==> src/rtl/sm_reader_pkg.sv <==
// ----------------------------------------------------------------------------
// sm : shared-memory common types
//
// Holds the cell pointer width, command encoding, the cell-memory word layout
// and the reader FSM state encoding. Imported by the reader interface and the
// reader engine.
//
// Contents:
//   SM_PTR_WIDTH / sm_ptr_t   cell pointer width and type
//   SM_DATA_WIDTH             payload bits per cell (layout of sm_cell_t)
//   sm_cmd_code_t / sm_cmd_t  reader command {code, head ptr}
//   sm_cell_t                 cell memory word {next_ptr, eop, data}
//   sm_rd_state_t             reader FSM states
//   sm_hop_at_limit()         loop-guard helper
// ----------------------------------------------------------------------------
package sm;

    localparam int SM_PTR_WIDTH  = 8;
    localparam int SM_DATA_WIDTH = 32;

    typedef logic [SM_PTR_WIDTH-1:0] sm_ptr_t;

    typedef enum logic [0:0] {
        RD    = 1'b0,
        CLEAR = 1'b1
    } sm_cmd_code_t;

    typedef struct packed {
        sm_cmd_code_t code;
        sm_ptr_t      ptr;
    } sm_cmd_t;

    typedef struct packed {
        sm_ptr_t                  next_ptr;
        logic                     eop;
        logic [SM_DATA_WIDTH-1:0] data;
    } sm_cell_t;

    typedef enum logic [2:0] {
        ST_IDLE  = 3'd0,
        ST_FETCH = 3'd1,
        ST_WAIT  = 3'd2,
        ST_OUT   = 3'd3,
        ST_FREE  = 3'd4
    } sm_rd_state_t;

    // True when the hop counter has reached one full pass over the pointer
    // space: a chain can never legitimately be longer than that.
    function automatic logic sm_hop_at_limit(input logic [SM_PTR_WIDTH:0] hop);
        return hop == {1'b1, {SM_PTR_WIDTH{1'b0}}};
    endfunction

endpackage

==> src/rtl/sm_reader_if.sv <==
// ----------------------------------------------------------------------------
// sm_reader_if : bus bundle of the shared-memory reader
//
// Groups the command, cell-memory read, packet-out and free-list handshakes.
// Signal suffixes are from the reader's point of view.
//
// Modports:
//   master : the reader engine (drives *_o, samples *_i)
//   slave  : the surrounding system (command source, cell memory, packet
//            sink and allocator)
// ----------------------------------------------------------------------------
interface sm_reader_if #(
    parameter int DATA_WIDTH = 32
) ();

    // command channel
    sm::sm_cmd_t                                cmd_i;
    logic                                       cmd_valid_i;
    logic                                       cmd_ready_o;
    // cell memory read port, data returns exactly one cycle after the strobe
    logic                                       mem_rd_en_o;
    sm::sm_ptr_t                                mem_rd_addr_o;
    logic [DATA_WIDTH+sm::SM_PTR_WIDTH:0]       mem_rd_data_i;
    // packet word stream
    logic [DATA_WIDTH-1:0]                      rd_data_o;
    logic                                       rd_sop_o;
    logic                                       rd_eop_o;
    logic                                       rd_valid_o;
    logic                                       rd_ready_i;
    // cell release towards the allocator
    sm::sm_ptr_t                                free_ptr_o;
    logic                                       free_valid_o;
    logic                                       free_ready_i;

    modport master (
        input  cmd_i, cmd_valid_i, mem_rd_data_i, rd_ready_i, free_ready_i,
        output cmd_ready_o, mem_rd_en_o, mem_rd_addr_o,
               rd_data_o, rd_sop_o, rd_eop_o, rd_valid_o,
               free_ptr_o, free_valid_o
    );

    modport slave (
        output cmd_i, cmd_valid_i, mem_rd_data_i, rd_ready_i, free_ready_i,
        input  cmd_ready_o, mem_rd_en_o, mem_rd_addr_o,
               rd_data_o, rd_sop_o, rd_eop_o, rd_valid_o,
               free_ptr_o, free_valid_o
    );

endinterface

==> src/rtl/sm_reader.sv <==
// ----------------------------------------------------------------------------
// sm_reader : read/release engine of the shared-memory block
//
// Accepts one command at a time (RD or CLEAR with a head pointer) and walks the
// packet's linked cell chain. RD streams each cell's payload as a packet word;
// CLEAR hands every cell pointer back to the allocator. One cell takes three
// cycles (FETCH, WAIT, OUT/FREE) when the consumer is always ready.
//
// Ports:
//   clk_i       clock
//   rst_n_i     asynchronous active-low reset
//   bus         sm_reader_if.master: cmd / mem read / rd stream / free
//   err_loop_o  one-cycle pulse: chain longer than 2^SM_PTR_WIDTH cells
//   busy_o      engine is not idle
//
// Build option:
//   SM_READER_AUTO_FREE_EN  when defined, RD also releases each cell right
//                           after its word has been accepted downstream.
// ----------------------------------------------------------------------------
module sm_reader #(
    parameter int DATA_WIDTH = 32
) (
    input  logic          clk_i,
    input  logic          rst_n_i,
    sm_reader_if.master   bus,
    output logic          err_loop_o,
    output logic          busy_o
);
    import sm::*;

    // state and walk context
    sm_rd_state_t            state_q;
    sm_cmd_code_t            code_q;
    sm_ptr_t                 cur_ptr_q;
    sm_ptr_t                 next_ptr_q;
    logic                    eop_q;
    logic                    first_q;
    logic [SM_PTR_WIDTH:0]   hop_cnt_q;

    // registered outputs
    logic                    cmd_ready_q;
    logic                    mem_rd_en_q;
    sm_ptr_t                 mem_rd_addr_q;
    logic [DATA_WIDTH-1:0]   rd_data_q;
    logic                    rd_sop_q;
    logic                    rd_eop_q;
    logic                    rd_valid_q;
    sm_ptr_t                 free_ptr_q;
    logic                    free_valid_q;
    logic                    err_loop_q;
    logic                    busy_q;

    // unpacked view of the returning cell word
    logic [DATA_WIDTH-1:0]   cell_data_d;
    logic                    cell_eop_d;
    sm_ptr_t                 cell_next_d;
    logic                    hop_limit_d;
    logic                    eop_eff_d;
    logic                    loop_err_d;

    assign cell_data_d = bus.mem_rd_data_i[DATA_WIDTH-1:0];
    assign cell_eop_d  = bus.mem_rd_data_i[DATA_WIDTH];
    assign cell_next_d = bus.mem_rd_data_i[DATA_WIDTH+SM_PTR_WIDTH:DATA_WIDTH+1];

    // A cell fetched on the last permitted hop closes the packet even without
    // eop, so a corrupted (looping) chain still terminates.
    assign hop_limit_d = sm_hop_at_limit(hop_cnt_q);
    assign eop_eff_d   = cell_eop_d | hop_limit_d;
    assign loop_err_d  = hop_limit_d & ~cell_eop_d;

    // Reader FSM with all outputs registered on the state transitions
    always_ff @(posedge clk_i or negedge rst_n_i) begin
        if (!rst_n_i) begin
            state_q       <= ST_IDLE;
            code_q        <= RD;
            cur_ptr_q     <= '0;
            next_ptr_q    <= '0;
            eop_q         <= 1'b0;
            first_q       <= 1'b0;
            hop_cnt_q     <= '0;
            cmd_ready_q   <= 1'b1;
            mem_rd_en_q   <= 1'b0;
            mem_rd_addr_q <= '0;
            rd_data_q     <= '0;
            rd_sop_q      <= 1'b0;
            rd_eop_q      <= 1'b0;
            rd_valid_q    <= 1'b0;
            free_ptr_q    <= '0;
            free_valid_q  <= 1'b0;
            err_loop_q    <= 1'b0;
            busy_q        <= 1'b0;
        end else begin
            err_loop_q <= 1'b0;
            case (state_q)
                ST_IDLE: begin
                    if (bus.cmd_valid_i) begin
                        code_q        <= bus.cmd_i.code;
                        cur_ptr_q     <= bus.cmd_i.ptr;
                        hop_cnt_q     <= '0;
                        first_q       <= 1'b1;
                        cmd_ready_q   <= 1'b0;
                        busy_q        <= 1'b1;
                        mem_rd_en_q   <= 1'b1;
                        mem_rd_addr_q <= bus.cmd_i.ptr;
                        state_q       <= ST_FETCH;
                    end else begin
                        cmd_ready_q <= 1'b1;
                        busy_q      <= 1'b0;
                    end
                end

                ST_FETCH: begin
                    mem_rd_en_q <= 1'b0;
                    hop_cnt_q   <= hop_cnt_q + (SM_PTR_WIDTH+1)'(1);
                    state_q     <= ST_WAIT;
                end

                ST_WAIT: begin
                    next_ptr_q <= cell_next_d;
                    eop_q      <= eop_eff_d;
                    err_loop_q <= loop_err_d;
                    if (code_q == RD) begin
                        rd_valid_q <= 1'b1;
                        rd_data_q  <= cell_data_d;
                        rd_sop_q   <= first_q;
                        rd_eop_q   <= eop_eff_d;
                        state_q    <= ST_OUT;
                    end else begin
                        free_valid_q <= 1'b1;
                        free_ptr_q   <= cur_ptr_q;
                        state_q      <= ST_FREE;
                    end
                end

                ST_OUT: begin
                    if (bus.rd_ready_i) begin
                        rd_valid_q <= 1'b0;
                        rd_sop_q   <= 1'b0;
                        rd_eop_q   <= 1'b0;
                        first_q    <= 1'b0;
`ifdef SM_READER_AUTO_FREE_EN
                        // the consumed cell is released before moving on
                        free_valid_q <= 1'b1;
                        free_ptr_q   <= cur_ptr_q;
                        state_q      <= ST_FREE;
`else
                        if (eop_q) begin
                            cmd_ready_q <= 1'b1;
                            busy_q      <= 1'b0;
                            state_q     <= ST_IDLE;
                        end else begin
                            cur_ptr_q     <= next_ptr_q;
                            mem_rd_en_q   <= 1'b1;
                            mem_rd_addr_q <= next_ptr_q;
                            state_q       <= ST_FETCH;
                        end
`endif
                    end
                end

                ST_FREE: begin
                    if (bus.free_ready_i) begin
                        free_valid_q <= 1'b0;
                        if (eop_q) begin
                            cmd_ready_q <= 1'b1;
                            busy_q      <= 1'b0;
                            state_q     <= ST_IDLE;
                        end else begin
                            cur_ptr_q     <= next_ptr_q;
                            mem_rd_en_q   <= 1'b1;
                            mem_rd_addr_q <= next_ptr_q;
                            state_q       <= ST_FETCH;
                        end
                    end
                end

                default: begin
                    cmd_ready_q  <= 1'b1;
                    busy_q       <= 1'b0;
                    mem_rd_en_q  <= 1'b0;
                    rd_valid_q   <= 1'b0;
                    free_valid_q <= 1'b0;
                    state_q      <= ST_IDLE;
                end
            endcase
        end
    end

    assign bus.cmd_ready_o   = cmd_ready_q;
    assign bus.mem_rd_en_o   = mem_rd_en_q;
    assign bus.mem_rd_addr_o = mem_rd_addr_q;
    assign bus.rd_data_o     = rd_data_q;
    assign bus.rd_sop_o      = rd_sop_q;
    assign bus.rd_eop_o      = rd_eop_q;
    assign bus.rd_valid_o    = rd_valid_q;
    assign bus.free_ptr_o    = free_ptr_q;
    assign bus.free_valid_o  = free_valid_q;
    assign err_loop_o        = err_loop_q;
    assign busy_o            = busy_q;

endmodule

==> src/flat_wrapper.sv <==
// flat-port wrapper written by rule: the top's interface ports become plain ports
module sm_reader_flat import sm::*;
#(
    parameter int DATA_WIDTH = 32
)
  (clk_i, rst_n_i, err_loop_o, busy_o, bus_cmd_i, bus_cmd_valid_i, bus_mem_rd_data_i, bus_rd_ready_i, bus_free_ready_i, bus_cmd_ready_o, bus_mem_rd_en_o, bus_mem_rd_addr_o, bus_rd_data_o, bus_rd_sop_o, bus_rd_eop_o, bus_rd_valid_o, bus_free_ptr_o, bus_free_valid_o);
  sm_reader_if #(.DATA_WIDTH(DATA_WIDTH)) bus_i ();
  input  logic clk_i;
  input  logic rst_n_i;
  output logic err_loop_o;
  output logic busy_o;
  input wire logic [$bits(bus_i.cmd_i)-1:0] bus_cmd_i;
  input wire logic [$bits(bus_i.cmd_valid_i)-1:0] bus_cmd_valid_i;
  input wire logic [$bits(bus_i.mem_rd_data_i)-1:0] bus_mem_rd_data_i;
  input wire logic [$bits(bus_i.rd_ready_i)-1:0] bus_rd_ready_i;
  input wire logic [$bits(bus_i.free_ready_i)-1:0] bus_free_ready_i;
  output wire logic [$bits(bus_i.cmd_ready_o)-1:0] bus_cmd_ready_o;
  output wire logic [$bits(bus_i.mem_rd_en_o)-1:0] bus_mem_rd_en_o;
  output wire logic [$bits(bus_i.mem_rd_addr_o)-1:0] bus_mem_rd_addr_o;
  output wire logic [$bits(bus_i.rd_data_o)-1:0] bus_rd_data_o;
  output wire logic [$bits(bus_i.rd_sop_o)-1:0] bus_rd_sop_o;
  output wire logic [$bits(bus_i.rd_eop_o)-1:0] bus_rd_eop_o;
  output wire logic [$bits(bus_i.rd_valid_o)-1:0] bus_rd_valid_o;
  output wire logic [$bits(bus_i.free_ptr_o)-1:0] bus_free_ptr_o;
  output wire logic [$bits(bus_i.free_valid_o)-1:0] bus_free_valid_o;
  assign bus_i.cmd_i = bus_cmd_i;
  assign bus_i.cmd_valid_i = bus_cmd_valid_i;
  assign bus_i.mem_rd_data_i = bus_mem_rd_data_i;
  assign bus_i.rd_ready_i = bus_rd_ready_i;
  assign bus_i.free_ready_i = bus_free_ready_i;
  assign bus_cmd_ready_o = bus_i.cmd_ready_o;
  assign bus_mem_rd_en_o = bus_i.mem_rd_en_o;
  assign bus_mem_rd_addr_o = bus_i.mem_rd_addr_o;
  assign bus_rd_data_o = bus_i.rd_data_o;
  assign bus_rd_sop_o = bus_i.rd_sop_o;
  assign bus_rd_eop_o = bus_i.rd_eop_o;
  assign bus_rd_valid_o = bus_i.rd_valid_o;
  assign bus_free_ptr_o = bus_i.free_ptr_o;
  assign bus_free_valid_o = bus_i.free_valid_o;
  sm_reader #(.DATA_WIDTH(DATA_WIDTH)) u_core (.clk_i(clk_i), .rst_n_i(rst_n_i), .bus(bus_i), .err_loop_o(err_loop_o), .busy_o(busy_o));
endmodule
==> config.mk <==
export PLATFORM = sky130hd
export DESIGN_NAME = sm_reader_flat
export DESIGN_NICKNAME = d
export VERILOG_FILES = /design/src/rtl/sm_reader_pkg.sv /design/src/rtl/sm_reader_if.sv /design/src/rtl/sm_reader.sv /design/src/flat_wrapper.sv
export SDC_FILE = /design/constraint.sdc
export NUM_CORES = 1
export LEC_CHECK = 0
export ABC_AREA = 1
export CAP_MARGIN = 0
export CORE_UTILIZATION = 46
export DETAILED_ROUTE_END_ITERATION = 16
export HOLD_SLACK_MARGIN = 0.03
export PLACE_DENSITY = 0.8
export SYNTH_ARGS = -nofsm -noshare
export SYNTH_HDL_FRONTEND = slang
export SYNTH_SLANG_ARGS = --single-unit
==> constraint.sdc <==
create_clock -name clk_i -period 1.6 [get_ports clk_i]
set_input_delay 0.4 -clock clk_i [delete_from_list [all_inputs] [get_ports clk_i]]
set_output_delay 0.4 -clock clk_i [all_outputs]
set_load 0.005 [all_outputs]
# Word-level counts from Yosys, hierarchy flattened
# Cells that the tools add are included.
word_totals:
  inputBits: 55
  out_inout_bits: 56
  word_cells: 101
  register_bits: 87
classes:
  bitwise_logic: 8
  n_eq_ne: 10
  reduce_logical: 20
  addsub: 1
  mux: 44
ops:
  columns: ["op", "n"]
  rows:
  - ["$mux 8", 7]
  - ["$pmux 8 s3", 2]
  - ["$mux 1", 20]
  - ["$pmux 9 s2", 1]
  - ["$reduce_and 3->1", 6]
  - ["$pmux 3 s5", 1]
  - ["$mux 3", 4]
  - ["$pmux 1 s4", 3]
  - ["$add 9x1->9 const B", 1]
  - ["$eq 9x9->1 const B", 1]
  - ["$mux 9", 1]
  - ["$ne 2x2->1 const B", 4]
  - ["$reduce_and 2->1", 4]
  - ["$reduce_and 4->1", 2]
  - ["$eq 3x2->1 const B", 2]
  - ["$not 1->1", 6]
  - ["$pmux 1 s2", 3]
  - ["$pmux 1 s3", 2]
  - ["$reduce_bool 2->1", 3]
  - ["$reduce_or 3->1", 2]
  - ["$eq 3x1->1 const B", 1]
  - ["$eq 3x3->1 const B", 1]
  - ["$logic_not 3->1", 1]
  - ["$reduce_bool 3->1", 1]
  - ["4 further kinds", 4]

# Depth between registers and ports, before layout
depth:
  depth_word: 4
  ltp_mapped: 9
  depth_no_buf: 8

# Least setup slack after synthesis
# OpenSTA, ideal clock, no wires.
synth_path:
  path_type: "register to register"
  start: "register u_core.state_q[1]"
  end: "register u_core.cur_ptr_q[0]"
  path_buffers: 2
  stages_incl_launch_ff: 9
  required_ns: 1.477
  setup_time_ns: 0.123
  synth_period_minus_slack_ns: 1.307
  arrival_time_ns: 1.184
  path_slack_ns: 0.293
  cell_sequence: "dfrtp_1 > buf_4 > nand2_1 > nor2_1 > nand2_2 > nand3_2 > buf_4 > o21ai_0 > nand2_1"
synth_via:
  elab_chain_cells: 3
  elab_cells_between_ends: 9
  cone_classes: "eq/ne (5); mux (1); reduce/logical (3)"
synth_lines:
  columns: ["element", "line_no", "source"]
  rows:
  - ["from (decl)", "sm_reader.sv:32", "sm_rd_state_t state_q;"]
  - ["from (signal assigned)", "sm_reader.sv:74", "state_q <= ST_IDLE;"]
  - ["from (signal assigned)", "sm_reader.sv:105", "state_q <= ST_FETCH;"]
  - ["from (signal assigned)", "sm_reader.sv:115", "state_q <= ST_WAIT;"]
  - ["$eq 3x3->1, or another cell as far along", "sm_reader.sv:94", "case (state_q)"]
  - ["$ne 2x2->1 (no line) or $reduce_bool 3->1 (tied branches)", null, null]
  - ["$reduce_and 4->1 (no line)", null, null]
  - ["to (signal assigned)", "sm_reader.sv:98", "cur_ptr_q <= bus.cmd_i.ptr;"]
  - ["to (signal assigned)", "sm_reader.sv:152", "cur_ptr_q <= next_ptr_q;"]
  - ["to (signal assigned)", "sm_reader.sv:169", "cur_ptr_q <= next_ptr_q;"]
  - ["to (decl)", "sm_reader.sv:34", "sm_ptr_t cur_ptr_q;"]
# Several ways; a longest one is shown, not always the timed one.
# A chain may end at the register's enable or synchronous reset.

# Worst setup path after layout
layout_path:
  start: "register u_core.err_loop_q, in the netlist u_core.err_loop_o"
  end: "output port err_loop_o"
layout_rtl:
  columns: ["element", "line_no", "source"]
  rows:
  - ["from (decl)", "sm_reader.sv:50", "logic err_loop_q;"]
  - ["from (signal assigned)", "sm_reader.sv:121", "err_loop_q <= loop_err_d;"]
  - ["to (decl)", "flat_wrapper.sv:10", "output logic err_loop_o;"]
# No word-level cell between the ends.

==> results.md <==
* Status: completed
* CTS root buf: clkbuf_8
* Worst path top cell family by delay: buffers and inverters
* Top cell type's share of synthesized area at 56.01%
* Relative slew slack at 71.46%
* Max cap viols at 0
* I/O pins at 111
* Commonest non-fill, non-tap cell in the layout: nand2_1
* Synth Area in XOR/XNOR at 0%
* Worst slew pin tran at 0.4281 ns
* Post-Syn Instances at 416
* Period utilization at 97.01%
* Largest family of logic cells by synthesized area: simple AND/OR/NAND/NOR gates
* GRT Overall Usage at 23.57%
* Total Wirelength at 8.978 mm
* Most frequent cells in the layout: 217 x nand2_1, 77 x dfrtp_1, 54 x clkdlybuf4s50_1, 47 x dlygate4sd2_1
* Synthesized flop and latch total at 79
* Final setup skew at 0.009857 ns
* Reg clk slew, reported paths at 0.08 ns
* Final Hold Viols at 0
* Pwr Density at 1878 nW/um^2
* 1st-pass router iterations at 5
* Via density at 5.021
* Yosys Warn Count at 0
* GPL Wtd Cong at 0.8753
* Via count at 3294
* Critical Path End Type: output pin
* Min cycle time layout at 1.552 ns
* CTS Buf Count at 9
* WL per Instance at 13.69 microns
* Area grow syn2layout at 44.92%
* Crit-path max cell delay at 0.49 ns
* Placed Cells incl. Taps at 626
* Slowest-stage cell, CP: clkdlybuf4s50_1
* RSZ-0062 raised after global routing: false
* Crit-path cells: clkdlybuf4s50_1
* Library cells used by synthesis at 27
* CP bufs+invs at 1
* CTS Sinks at 79
* Crit start category: register
* Htree depth at 3
* Die Y at 89.04 microns
* Initial Util at 47.79%
* # setup viols final at 0
* Data arrival, critical path at 1.15 ns
* Antenna diode count at 0
* First DRT Iteration DRCs at 256
* Worst Setup Path Type: register to output pin
* Final WS setup at 0.04784 ns
* Avg Cell Area, Syn at 8.376 sq um
* Final Power at 0.009485 W
* PortBufs at 110
* Post-synthesis adder-cell area fraction at 0.7181%
* DIE AREA at 7927 sq um
* Core area at 7292 sq um
* Sequential share of the synthesized area at 56.77%
* Clk_lat worst skew at 0.34 ns
* Post-DRT Antenna Nets at 0
* GRT Residual Overflow at 0
* Mux cell area share after synthesis at 0.3232%
* Leak at 2.767 nW
* CTS max path bufs at 2
* Syn Nets at 473
* Syn Std Cell Area at 3485 sq um
* Synth Area in Simple Gates at 34.08%
* Rows at 31
* Compound-cell area share of the yosys netlist at 3.698%
* Hold buffer count at cts at 0
* DR DRC count at 0
* First-pass GRT wire length at 14.19 mm
* Non-Filler Instances at 656
* Vias in the first global route at 3060
* Worst hold path type: primary input to async pin
* Layout cell share with drive strength beyond 1 at 12.21%
* Critical path fanouts, max at 1
* Fin nets at 610
* Max IR drop VDD at 0.9611 mV
* Yosys top cell by area: dfrtp_1
* DPL Wire Length at 6.293 mm
* Largest net degree at the start of global routing at 80
* Chip Width at 89.04 microns
* Initial antenna violation count at 0
* Place WS at -0.2021 ns
* Synth top area cells: dfrtp_1 56%, nand2_1 23%, nand3_1 4.3%
* CTS tree: built
* Required @ worst endpoint at 1.20 ns
* Slew Limit Fails at 0
* Fmax at 644.3 MHz
-- cell type report --
cell class / instances / area (sq um)
clock buffer: 9 / 123.9
multi-input combinational: 303 / 1365
clock inverter: 6 / 86.33
timing repair buffer: 139 / 1290
inverter: 21 / 81.33
sequential: 79 / 1979
fill: 584 / 2242
tap: 99 / 123.9
-- through the flow --
stage	area, sq um	TNS, ns	hold WS, ns	util [%]
detailed placement	4750	-1.547	0.4539	65.13
floorplan	3485	0	0.1044	-
finish	5050	0	0.06006	69.25
global placement	4750	-0.8098	0.4508	65.13
global route	5050	0	0.08811	69.25
CTS	5007	0	0.07502	68.67
-- cell usage after synthesis --
cell / instances
nand2_1: 217
dfrtp_1: 78
nand3_1: 30
inv_1: 17
o21ai_0: 17
buf_2: 9
nor2_1: 8
nand3_2: 6
inv_2: 4
nor2_4: 4
nor3_1: 3
o21ai_1: 3
buf_4: 2
ha_1: 2
nand2_2: 2
nand2_4: 2
nand4_1: 2
a21oi_1: 1
buf_6: 1
clkbuf_1: 1
dfstp_2: 1
mux2_2: 1
nand3_4: 1
nand3b_1: 1
o21bai_1: 1
o2bb2ai_1: 1
o31ai_1: 1
-- timing repair --
action | in CTS | in global routing
buffers inserted | 14 | 1
pin swaps | 0 | 1
setup endpoints to repair | 50 | 17
resized for setup | 48 | 11
-- state kept, by name, indices dropped and copies added (netlist names) --
name / cells
u_core.bus.free_ptr_o: 8
u_core.cur_ptr_q: 8
u_core.state_q: 3
u_core.bus.free_valid_o: 1
u_core.code_q: 1
u_core.bus.rd_data_o: 32
u_core.bus.rd_sop_o: 1
u_core.bus.rd_eop_o: 1
u_core.err_loop_o: 1
u_core.busy_o: 1
u_core.next_ptr_q: 8
u_core.hop_cnt_q: 9
u_core.bus.rd_valid_o: 1
u_core.bus.mem_rd_en_o: 1
u_core.first_q: 1
u_core.bus.cmd_ready_o: 1
u_core.eop_q: 1
-- metal layers --
layer	vias up	track usage [%]	share of wire, %	wire, microns
met5	-	0	0	0
met4	0	8.947	1.2	104
met3	11	4.709	7.6	680
met2	152	38.95	50	4478
met1	1552	30.95	41	3715
li1	1579	-	-	-
-- worst paths after layout --
kind / startpoint / end / slack, ns / cells after the start
setup / recovery: u_core.err_loop_o / err_loop_o / 0.05 / 1
hold / removal: rst_n_i / u_core.bus.rd_data_o[13] / 0.06 / 2
setup reg to reg: u_core.state_q[0] / u_core.cur_ptr_q[3] / 0.16 / 6
hold reg to reg: u_core.bus.rd_data_o[20] / u_core.bus.rd_data_o[20] / 0.47 / 2
max in group asynchronous: rst_n_i / u_core.bus.cmd_ready_o / 1.18 / 2
min in group clk_i: u_core.bus.rd_data_o[20] / u_core.bus.rd_data_o[20] / 0.47 / 2
-- report_power, final --
group	internal, W	leakage, nW	switching, W
registers	0.00291	0.990	0.000615
logic	0.00199	1.67	0.00241
clock network	0.000867	0.105	0.000693
-- cell families after synthesis --
family                     after synthesis
DFF                                     79
AOI/OAI and AO/OA                       24
muxes                                    1
buffers and inverters                   34
and+or+nand+nor                        276
adders and majority gates                2
Note: power is estimated with default switching activity, not from simulation.
